[src/rtl/fetch_stage.sv]
`default_nettype none
// ============================================================================
// Module   : fetch_stage
// Brief    : Instruction fetch stage; owns the PC, issues I-cache reads and
//            hands one instruction per accepted cycle to the IF/ID register.
// Revision : 1.0  initial release
// ============================================================================
module fetch_stage #(
  parameter logic [31:0] PC_INIT = 32'h0000_0000
) (
  input  logic        CLK,
  input  logic        nRST,
  input  logic        ihit,
  input  logic [31:0] iload,
  output logic        iREN,
  output logic [31:0] iaddr,
  input  logic        stall,
  input  logic        redirect,
  input  logic [31:0] redirect_pc,
  input  logic        halt,
  output logic [31:0] instr_out,
  output logic [31:0] pc_4_out,
  output logic        valid_out,
  output logic [31:0] fetch_count,
  output logic        halted
);

  typedef enum logic [1:0] {
    RUN  = 2'd0,
    HOLD = 2'd1,
    HALT = 2'd2
  } state_t;

  localparam logic [31:0] C_PC_STEP = 32'd4;

  state_t      r_state;
  logic [31:0] r_pc;
  logic [31:0] r_buf;
  logic [31:0] r_fetch_count;

  logic        w_accept;
  logic [31:0] w_pc_4;
  logic [31:0] w_redirect_target;
  logic        w_unused_ok;

  assign w_pc_4            = r_pc + C_PC_STEP;
  assign w_redirect_target = {redirect_pc[31:2], 2'b00};
  assign w_unused_ok       = &{1'b0, redirect_pc[1:0]};

  // An instruction leaves only when nothing of higher priority claims the cycle.
  always_comb begin
    w_accept = 1'b0;
    case (r_state)
      RUN:     w_accept = ihit & ~stall & ~redirect & ~halt;
      HOLD:    w_accept = ~stall & ~redirect & ~halt;
      default: w_accept = 1'b0;
    endcase
    w_accept = w_accept & nRST;
  end

  assign valid_out   = w_accept;
  assign instr_out   = w_accept ? ((r_state == HOLD) ? r_buf : iload) : 32'd0;
  assign iREN        = nRST & (r_state == RUN);
  assign iaddr       = r_pc;
  assign pc_4_out    = w_pc_4;
  assign fetch_count = r_fetch_count;
  assign halted      = (r_state == HALT);

  always_ff @(posedge CLK or negedge nRST) begin
    if (!nRST) begin
      r_state       <= RUN;
      r_pc          <= PC_INIT;
      r_buf         <= 32'd0;
      r_fetch_count <= 32'd0;
    end else begin
      if (w_accept) begin
        r_fetch_count <= r_fetch_count + 32'd1;
      end
      case (r_state)
        RUN: begin
          if (halt) begin
            r_state <= HALT;
          end else if (redirect) begin
            r_pc <= w_redirect_target;
          end else if (ihit) begin
            if (stall) begin
              // Park the returned word so the cache need not be re-read.
              r_buf   <= iload;
              r_state <= HOLD;
            end else begin
              r_pc <= w_pc_4;
            end
          end
        end
        HOLD: begin
          if (halt) begin
            r_state <= HALT;
          end else if (redirect) begin
            r_pc    <= w_redirect_target;
            r_state <= RUN;
          end else if (!stall) begin
            r_pc    <= w_pc_4;
            r_state <= RUN;
          end
        end
        default: begin
          r_state <= HALT;
        end
      endcase
    end
  end

endmodule
`default_nettype wire

[config.mk]
export PLATFORM = sky130hd
export DESIGN_NAME = fetch_stage
export DESIGN_NICKNAME = d
export VERILOG_FILES = /design/src/rtl/fetch_stage.sv
export SDC_FILE = /design/constraint.sdc
export NUM_CORES = 1
export LEC_CHECK = 0
export CORE_MARGIN = 2
export CORE_UTILIZATION = 45
export CTS_CLUSTER_SIZE = 30
export DETAILED_ROUTE_END_ITERATION = 12
export GPL_TIMING_DRIVEN = 0
export HOLD_SLACK_MARGIN = 0.12
export PLACE_DENSITY = 0.86
export SYNTH_ARGS = -nofsm -noshare
export SYNTH_HDL_FRONTEND = slang
export SYNTH_SLANG_ARGS = --single-unit
[constraint.sdc]
create_clock -name CLK -period 4.4 [get_ports CLK]
set_input_delay 0.88 -clock CLK [delete_from_list [all_inputs] [get_ports CLK]]
set_output_delay 0.88 -clock CLK [all_outputs]
set_load 0.02 [all_outputs]
Word-level counts from Yosys, hierarchy flattened. Index checks and enable logic that the tools add are counted. W data, S select, Z words.

Reductions and logical operators: 5. Equal/unequal tests: 9. Muxes and demuxes: 18. Bitwise gates (word level): 10. $add $sub $neg: 2.

Operators with widths (number): $mux W32 (8); $pmux W32 S2 (1); $add A32 B1 Y32 const B (1); $add A32 B3 Y32 const B (1); $mux W2 (7); $ne A3 B3 Y1 const B (4); $reduce_and A4 Y1 (2); $and A1 B1 Y1 (7); $reduce_and A5 Y1 (1); $ne A2 B2 Y1 const B (2); $ne A4 B4 Y1 const B (1); $pmux W2 S2 (1); $not A1 Y1 (3); $eq A2 B1 Y1 const B (1); $eq A2 B2 Y1 const B (1); $logic_not A2 Y1 (1); $pmux W1 S2 (1); $reduce_bool A2 Y1 (1).

Word-level logic and storage cells: 48. Bits of input ports: 70. Register bits after elaboration: 98. Output and inout bits: 131.

Logic depth before layout (Yosys ltp). Gate-level depths: netlist (run 1).

Depth after elaboration: 7. Mapped depth: 7. Depth with buffers taken out: 5.

Least setup slack after synthesis (run 1). OpenSTA, ideal clock, no wires.

Kind: reg-to-output. Start point: register r_pc[5] (netlist: iaddr[5]). End point: output pc_4_out[26]. Slack: 1294 ps. Required time: 3520 ps. Arrival time: 2226 ps. Cell stages (with the launch flop): 6. Path buffers: 1. Path through: dfrtp_1 > clkbuf_1 > nand4_1 > nor4_1 > nand3_1 > xnor2_1.

Cells in the longest elaborated chain, start to end: 1.

Ends and longest elaborated chain: from (decl) (RTL line 37) `logic [31:0] r_pc;`; from (signal assigned) (RTL line 84) `r_pc <= w_redirect_target;`; from (signal assigned) (RTL line 91) `r_pc <= w_pc_4;`; from (signal assigned) (RTL line 99) `r_pc <= w_redirect_target;`; $add A32 B3 Y32 (RTL line 46) `assign w_pc_4 = r_pc + C_PC_STEP;`; to (decl) (RTL line 22) `output logic [31:0] pc_4_out,`.

No other way between the ends.

Final worst setup path (run 1).
Start point: input nRST. End point: output instr_out[29].

Cells in the longest elaborated chain, start to end: 2.

Ends and longest elaborated chain: from (decl) (RTL line 12) `input logic nRST,`; $and A1 B1 Y1 (RTL line 58) `w_accept = w_accept & nRST;`; $mux W32 (RTL line 62) `assign instr_out = w_accept ? ((r_state == HOLD) ? r_buf : iload) : 32'd0;`; to (decl) (RTL line 21) `output logic [31:0] instr_out,`.

No other way between the ends.

==> results of run 1 <==
==> power groups by stage <==
stage	registers [mW]	logic [mW]	clock network, mW
finish	0.933	0.296	0.747
global route	0.936	0.317	0.800
CTS	0.932	0.295	0.763
detailed placement	0.949	0.292	0
global placement	0.949	0.287	0
floorplan	0.960	0.107	0
==> kinds of logic after synthesis <==
family / after synthesis / synth area share [%]
adder cells (fa/ha/maj): 2 / 0.441
other: 1 / 0.0661
AND/OR/NAND/NOR: 254 / 22.8
buffers and inverters: 77 / 5.49
AO/OA/AOI/OAI: 114 / 13.2
XOR/XNOR: 58 / 8.95
multiplexers: 34 / 6.70
flip-flops: 96 / 42.3
==> metal layers <==
| layer | GRT usage, % | wire length, µm | up-vias |
|---|---|---|---|
| met5 | 0 | 0 | - |
| met4 | 9.76 | 399 | 0 |
| met3 | 4.83 | 1470 | 40 |
| met2 | 41.7 | 8100 | 292 |
| met1 | 33.2 | 7230 | 2701 |
| li1 | - | - | 2666 |
==> state kept, by name, indices dropped and copies added (netlist names) <==
| signal | count |
|---|---|
| r_state | 2 |
| r_buf | 32 |
| iaddr | 30 |
| fetch_count | 32 |
==> cells in the mapped netlist (all sizes together) (2+ instances only) <==
cell type and number:
nand4 18, xnor2 29, nor4b 2, xor2 29, nor3 20, a41o 2
clkbuf 42, o2bb2ai 5, o22a 3, nor2b 4, and4 7, o21a 5
or3 5, dfrtp 96, a21oi 45, nor3b 2, mux2 32, a31oi 3
nor4 20, buf 8, nor2 22, o2111ai 4, mux2i 2, o21ai 16
nand2 95, and3 14, inv 27, o211ai 10, a211o 6, a311o 6
nand3 38, a22oi 5, ha 2
==> how the worst max path moves through the flow <==
stage | endpoint | cells after the start
after floorplan | pc_4_out[26] | 5
after global placement | instr_out[2] | 6
after detailed placement | instr_out[2] | 7
after CTS | instr_out[2] | 7
after global routing | instr_out[21] | 7
final | instr_out[29] | 7
==> final cells by class <==
type / instances / area (µm²) / area share [%]
clock inverter: 7 / 53.8 / 0.657
sequential: 96 / 2400 / 29.4
multi-input combinational: 466 / 3000 / 36.7
inverter: 27 / 101 / 1.24
clock buffer: 9 / 225 / 2.75
tap: 172 / 215 / 2.63
buffer: 50 / 213 / 2.60
timing repair buffer: 195 / 1970 / 24.1
==> stage by stage <==
| step | power [mW] | util, % | area [µm²] |
|---|---|---|---|
| after floorplan | 1.07 | - | 5680 |
| after global placement | 1.24 | 62.9 | 7840 |
| after detailed placement | 1.24 | 63.1 | 7870 |
| after CTS | 1.99 | 65.4 | 8150 |
| after global routing | 2.05 | 65.6 | 8180 |
| final | 1.98 | 65.6 | 8180 |
==> results.py, run 1 <==
metrics = {
    "status": {
        "run_status": "finished, final reports clean",
    },
    "drt": {
        "routedWlPerCell_um": 16.8,
        "drt_iter0_drc": 412,
        "via_per_inst": 5.58,
        "postRouteAntennaNets": 0,
        "vias": 5699,
        "totalWireLength_mm": 17.2,
        "drt_first_pass_iters": 5,
        "post-route-drc-count": 0,
    },
    "clock_network": {
        "cts_setup_buffers": 0,
        "cts_inserted_buffers": 9,
        "clockRootBuffer": "clkbuf_16",
        "ctsHoldBuffers": 0,
        "ctsResizeCount": 2,
        "clockBufferDepth": 2,
        "cts_tree": "done",
        "cts_htree_levels": 3,
        "clkTransAtPathRegs_ns": 0.07,
        "numClockSinks": 96,
        "insertion_delay_ns": 0.34,
    },
    "place": {
        "dp_slack_ns": -0.217,
        "dp_cells": 1006,
        "io_buffers": 194,
        "gp_congestion": 0.924,
        "dp_hpwl_mm": 12.6,
    },
    "yosys": {
        "ys.flop_type": "dfrtp_1",
        "synth_area_per_cell_um2": 8.92,
        "synth_top_area_share_pct": 42.3,
        "syn-cell-area_mm2": 0.00567,
        "synth_async_sr_flop_share_pct": 100,
        "ys_seq_area_share_pct": 42.3,
        "synthTopCellsByArea": "dfrtp_1, mux2_2, nand2_1",
        "synth-seq-cells": 96,
        "syn_inst": 636,
        "ys_warn_count": 0,
        "synth.distinct_cells": 49,
        "synth_edf_count": 0,
        "synth_area_leader_cell": "dfrtp_1",
    },
    "grt": {
        "grt_pass1_wl_mm": 27.2,
        "grt_util_all_layers_pct": 25.3,
        "grt-ovfl-total": 0,
        "grt_pass1_vias": 5440,
        "grt_max_degree": 69,
        "antenna_found_initial": 0,
    },
    "timing": {
        "finClkSkew_ns": 0.00894,
        "setup_tns_ns": 0,
        "finalCriticalPeriod_ns": 4.12,
        "setup_viol": 0,
        "worst_slack_ns": 0.277,
        "fmax_mhz": 243,
        "max_slew_margin_pct": 35.1,
        "finalHoldWorstSlack_ns": 0.423,
        "rsz0062_at_grt": "false",
        "finalHoldViolCount": 0,
        "maxSlewViolCount": 0,
        "fin_crit_sh_pct": 93.7,
        "tightest_slew_ns": 0.964,
    },
    "floorplanning": {
        "num_io_pins": 201,
        "dieArea_mm2": 0.0135,
        "dieWidth_um": 116,
        "fp.coreArea_mm2": 0.0125,
        "num_rows": 41,
        "initial_utilization_pct": 45.5,
        "die_height_um": 116,
    },
    "power_and_ir_drop": {
        "ir_drop_mv": 0.175,
        "pwr-share-seq_pct": 47.2,
        "intPower_mw": 1.45,
        "swShare_pct": 26.9,
        "powerDensity_mw_per_mm2": 242,
        "power.switching_uw": 531,
        "power_frac_clock_pct": 37.8,
        "combPwrFrac_pct": 15.0,
        "p_leak_nw": 3.54,
    },
    "layout": {
        "area_growth_pct": 44.2,
        "final_cells": 1022,
        "nFillCells": 1007,
        "layout_common_cells": "clkdlybuf4s50_1, dfrtp_1, nand2_1",
        "final_common_cell": "clkdlybuf4s50_1",
        "diodes": 0,
        "drive_above_1_share_pct": 8.12,
        "fin_nets": 917,
    },
    "setup_path": {
        "critPathSlowestCell": "clkdlybuf4s50_1",
        "cp_max_fo": 68,
        "path_delay_family": "buffers and inverters",
        "required_ns": 3.52,
        "arrival_ns": 3.24,
        "cp_slowest_stage_delay_ns": 0.63,
        "crit_buf_inv": 4,
        "crit-reg2reg-launch": "r_state[0]",
        "r2r_end": "iaddr[15]",
        "end_kind": "primary output",
        "path_cells": "buf_6, buf_16, nor4b_4, nand2_2, clkbuf_1, a21oi_1, clkdlybuf4s50_1",
        "critical_path_class": "in -> out",
        "r2r_slack_ns": 1.82,
        "reg2reg_depth": 7,
        "startpoint": "nRST",
        "worstSetupStartpointType": "input pin",
    },
    "run": {
        "max-cap-violations": 0,
    },
    "worst_hold_path": {
        "hold_path.class": "in -> async",
    },
}
(Power assumes the default switching activity.)
==> run 2, diff against run 1 <==
SLEW_MARGIN = 20   (was default)
==> run 2 against run 1 <==
Combinational power barely moved. First-iteration DRC count fell by 14%. Clock skew rose by 0.00059 ns. Largest cell class unchanged.
==> results.py, run 2 (synthesis results as in run 1) <==
metrics = {
    "setup_path": {
        "path_cells": "clkbuf_1, nand4_1, nor2_2, clkbuf_1, nand4_1, xnor2_1, clkdlybuf4s50_1",
        "crit-reg2reg-launch": "r_state[0]",
        "end_kind": "primary output",
        "crit_buf_inv": 3,
        "arrival_ns": 3.26,
        "r2r_slack_ns": 1.77,
        "critical_path_class": "reg -> out",
        "required_ns": 3.52,
        "critPathSlowestCell": "clkdlybuf4s50_1",
        "path_delay_family": "buffers and inverters",
        "r2r_end": "iaddr[14]",
        "cp_slowest_stage_delay_ns": 0.65,
        "worstSetupStartpointType": "flip-flop",
        "reg2reg_depth": 7,
        "cp_max_fo": 10,
    },
    "timing": {
        "fmax_mhz": 242,
        "finalHoldWorstSlack_ns": 0.416,
        "maxSlewViolCount": 0,
        "setup_tns_ns": 0,
        "finalHoldViolCount": 0,
        "finalCriticalPeriod_ns": 4.14,
        "finClkSkew_ns": 0.00953,
        "setup_viol": 0,
        "fin_crit_sh_pct": 94.1,
        "tightest_slew_ns": 0.943,
        "rsz0062_at_grt": "false",
        "max_slew_margin_pct": 36.6,
    },
    "clock_network": {
        "clkTransAtPathRegs_ns": 0.07,
        "cts_inserted_buffers": 9,
        "cts_htree_levels": 3,
        "cts_tree": "done",
        "numClockSinks": 96,
        "insertion_delay_ns": 0.34,
        "clockRootBuffer": "clkbuf_16",
        "ctsHoldBuffers": 0,
        "clockBufferDepth": 2,
        "cts_setup_buffers": 0,
    },
    "drt": {
        "drt_first_pass_iters": 5,
        "drt_iter0_drc": 354,
        "routedWlPerCell_um": 16.9,
        "postRouteAntennaNets": 0,
        "via_per_inst": 5.63,
        "vias": 5757,
        "totalWireLength_mm": 17.3,
        "post-route-drc-count": 0,
    },
    "layout": {
        "post-route-util_pct": 65.6,
        "nFillCells": 1008,
        "multiInputGateArea_mm2": 0.00300,
        "final_common_cell": "clkdlybuf4s50_1",
        "diodes": 0,
        "fin_nets": 917,
        "area_growth_pct": 44.2,
        "layout_common_cells": "clkdlybuf4s50_1, dfrtp_1, nand2_1",
        "seq_area_mm2": 0.00240,
        "fin_area_mm2": 0.00818,
        "drive_above_1_share_pct": 8.00,
    },
    "floorplanning": {
        "dieArea_mm2": 0.0135,
        "num_io_pins": 201,
        "die_height_um": 116,
        "fp.coreArea_mm2": 0.0125,
        "num_rows": 41,
        "dieWidth_um": 116,
        "initial_utilization_pct": 45.5,
    },
    "grt": {
        "grt_pass1_vias": 5442,
        "antenna_found_initial": 0,
        "top_usage_layer": "met2",
        "grt_max_degree": 69,
        "grt_util_met1_pct": 32.3,
        "use_met2_pct": 41.5,
        "grt.met3_usage_pct": 5.92,
        "grt-ovfl-total": 0,
        "grt_pass1_wl_mm": 27.0,
        "grt_util_all_layers_pct": 25.2,
    },
    "place": {
        "gp_congestion": 0.924,
        "dpl_cell_area_mm2": 0.00787,
        "io_buffers": 194,
        "dp_hpwl_mm": 12.6,
    },
    "run": {
        "max-cap-violations": 0,
    },
    "power_and_ir_drop": {
        "p_leak_nw": 3.54,
        "ir_drop_mv": 0.171,
        "powerDensity_mw_per_mm2": 242,
        "finalPower_mw": 1.98,
    },
    "worst_hold_path": {
        "hold_path.class": "in -> async",
    },
    "status": {
        "run_status": "finished, final reports clean",
    },
}
run 2: power by group:
part           total [mW]  switching, mW  internal, mW
sequential          0.934         0.0273         0.906
combinational       0.297          0.147         0.150
clock               0.752          0.363         0.390
total                1.98          0.537          1.45
run 2: worst max-delay path by stage:
stage	start	endpoint	depth (start not counted)
floorplan	iaddr[5]	pc_4_out[26]	5
global placement	nRST	instr_out[2]	6
detailed placement	nRST	instr_out[29]	7
CTS	iaddr[11]	pc_4_out[26]	5
global route	iaddr[5]	pc_4_out[25]	8
finish	iaddr[15]	pc_4_out[22]	7
run 2: routing by layer:
| layer | up-vias | part of all wire, % |
|---|---|---|
| li1 | 2666 | - |
| met2 | 320 | 47 |
| met5 | - | 0 |
| met1 | 2729 | 41 |
| met4 | 0 | 2.7 |
| met3 | 42 | 9.6 |
run 2: per-stage QoR:
stage	std cells	setup WS, ns
finish	1022	0.262
global route	1022	0.00969
CTS	1022	0.137
detailed placement	1006	-0.0895
global placement	1005	-3.31
floorplan	639	1.29
run 2: layout make-up:
cell class / instances / area share, %
repair buffers: 195 / 24.1
clock buffers: 9 / 2.75
flip-flops and latches: 96 / 29.4
inverters: 27 / 1.24
multi-input cells: 466 / 36.7
plain buffers: 50 / 2.58
clock inverters: 7 / 0.658
well taps: 172 / 2.63
run 2: timing repair:
item,CTS,global route
resized for setup,2,5
gates cloned,0,0
setup endpoints to repair,30,35
==> run 3, diff against run 2 <==
CORE_ASPECT_RATIO = 1.2   (was default)
clock period = 4.8 ns   (was 4.4 ns; I/O delays follow)
==> run 3 against run 2 <==
Register-to-register slack improved by 0.36 ns. Worst setup slack worse by 0.015 ns. Count of clock-buffer cells in the layout did not move. Critical path depth did not move. Wire length rose by 0.38%. Clock skew about the same. Die area is essentially flat. Sequential share of layout area up 0.095 points. Design area decreased by 0.32%. Clock power shrank 5.9%. Via count down 0.38%. Cell count decreased by 1.1%.
==> results.py, run 3 (synthesis results as in run 1) <==
metrics = {
    "floorplanning": {
        "num_rows": 44,
        "dieWidth_um": 106,
        "fp.coreArea_mm2": 0.0122,
        "initial_utilization_pct": 46.4,
        "num_io_pins": 201,
        "dieArea_mm2": 0.0135,
        "die_height_um": 127,
    },
    "grt": {
        "grt_max_degree": 81,
        "grt-ovfl-total": 0,
        "grt_util_all_layers_pct": 25.0,
        "grt_pass1_vias": 5380,
        "grt_pass1_wl_mm": 27.2,
        "antenna_found_initial": 0,
    },
    "setup_path": {
        "critical_path_class": "in -> out",
        "path_cells": "buf_6, buf_16, nor4b_2, nand2_1, clkbuf_1, a21oi_1, clkdlybuf4s50_1",
        "end_kind": "primary output",
        "worstSetupStartpointType": "input pin",
        "critPathSlowestCell": "clkdlybuf4s50_1",
        "required_ns": 3.84,
        "cp_max_fo": 80,
        "arrival_ns": 3.59,
        "cp_slowest_stage_delay_ns": 0.63,
    },
    "drt": {
        "drt_first_pass_iters": 5,
        "vias": 5735,
        "routedWlPerCell_um": 17.2,
        "drt_iter0_drc": 352,
        "postRouteAntennaNets": 0,
        "totalWireLength_mm": 17.4,
        "post-route-drc-count": 0,
        "via_per_inst": 5.67,
    },
    "layout": {
        "area_growth_pct": 43.8,
        "seq_area_mm2": 0.00240,
        "final_cells": 1011,
        "multiInputGateArea_mm2": 0.00298,
        "layout_common_cells": "clkdlybuf4s50_1, dfrtp_1, nand2_1",
        "fin_area_mm2": 0.00816,
        "final_common_cell": "clkdlybuf4s50_1",
        "post-route-util_pct": 66.7,
        "diodes": 0,
        "drive_above_1_share_pct": 7.53,
        "nFillCells": 1005,
        "fin_nets": 917,
    },
    "status": {
        "run_status": "finished, final reports clean",
    },
    "clock_network": {
        "insertion_delay_ns": 0.35,
        "numClockSinks": 96,
        "cts_htree_levels": 3,
        "clockRootBuffer": "clkbuf_16",
        "ctsHoldBuffers": 0,
        "clockBufferDepth": 2,
        "cts_inserted_buffers": 9,
        "clkTransAtPathRegs_ns": 0.07,
        "cts_tree": "done",
    },
    "timing": {
        "finalHoldViolCount": 0,
        "setup_tns_ns": 0,
        "finalHoldWorstSlack_ns": 0.449,
        "maxSlewViolCount": 0,
        "rsz0062_at_grt": "false",
        "fmax_mhz": 220,
        "setup_viol": 0,
        "tightest_slew_ns": 1.03,
        "fin_crit_sh_pct": 94.9,
        "max_slew_margin_pct": 30.9,
        "finClkSkew_ns": 0.00978,
        "finalCriticalPeriod_ns": 4.55,
    },
    "worst_hold_path": {
        "hold_path.class": "in -> async",
    },
    "place": {
        "dp_hpwl_mm": 12.4,
        "dpl_cell_area_mm2": 0.00786,
        "gp_congestion": 0.874,
        "dp_cells": 995,
        "io_buffers": 194,
    },
    "power_and_ir_drop": {
        "p_leak_nw": 3.54,
        "ir_drop_mv": 0.135,
        "powerDensity_mw_per_mm2": 224,
    },
    "run": {
        "max-cap-violations": 0,
    },
}
[run 3: power by group]
part / switching, mW / leakage (nW) / internal, mW
logic: 0.129 / 2.19 / 0.137
clock network: 0.345 / 0.140 / 0.363
registers: 0.0253 / 1.20 / 0.831
[run 3: through the flow]
step	setup WS (ns)	power (mW)
after floorplan	1.60	0.979
after global placement	-3.21	1.13
after detailed placement	0.0574	1.13
after CTS	0.0595	1.84
after global routing	0.0295	1.90
final	0.247	1.83
[run 3: layout make-up]
| cell class | count | share of cell area (%) |
|---|---|---|
| Buffer | 50 | 2.58 |
| Clock buffer | 9 | 2.76 |
| Clock inverter | 7 | 0.752 |
| Inverter | 27 | 1.24 |
| Multi-Input combinational cell | 466 | 36.6 |
| Sequential cell | 96 | 29.5 |
| Tap cell | 161 | 2.47 |
| Timing Repair Buffer | 195 | 24.2 |
[run 3: path summary, 6_finish.rpt]
path,slack (ns),endpoint,start,depth (start not counted)
worst max-delay path,0.25,instr_out[1],nRST,7
worst min-delay path,0.45,iaddr[12],nRST,1
worst max register to register,2.13,iaddr[25],iaddr[5],7
worst min register to register,0.48,fetch_count[31],fetch_count[31],1
max in group asynchronous,3.68,r_buf[27],nRST,2
min in group CLK,0.48,fetch_count[31],fetch_count[31],1
[run 3: worst max-delay path, delay by kind of cell]
family	cells	cell delay (ns)
AOI/OAI and AO/OA	1	0.23
and+or+nand+nor	2	0.82
buffers and inverters	4	1.53
[run 3: metal layers]
| layer | vias to the layer above | track usage (%) | share of wire, % |
|---|---|---|---|
| met4 | 0 | 9.47 | 2.2 |
| met3 | 38 | 6.28 | 9.0 |
| met2 | 289 | 41.3 | 48 |
| li1 | 2675 | - | - |
| met5 | - | 0 | 0 |
| met1 | 2733 | 31.7 | 41 |
[run 3: what timing repair did]
| action | in CTS | in global routing |
|---|---|---|
| setup buffers | 0 | 0 |
| gates resized for setup | 0 | 1 |
| endpoints found under the setup margin | 0 | 30 |
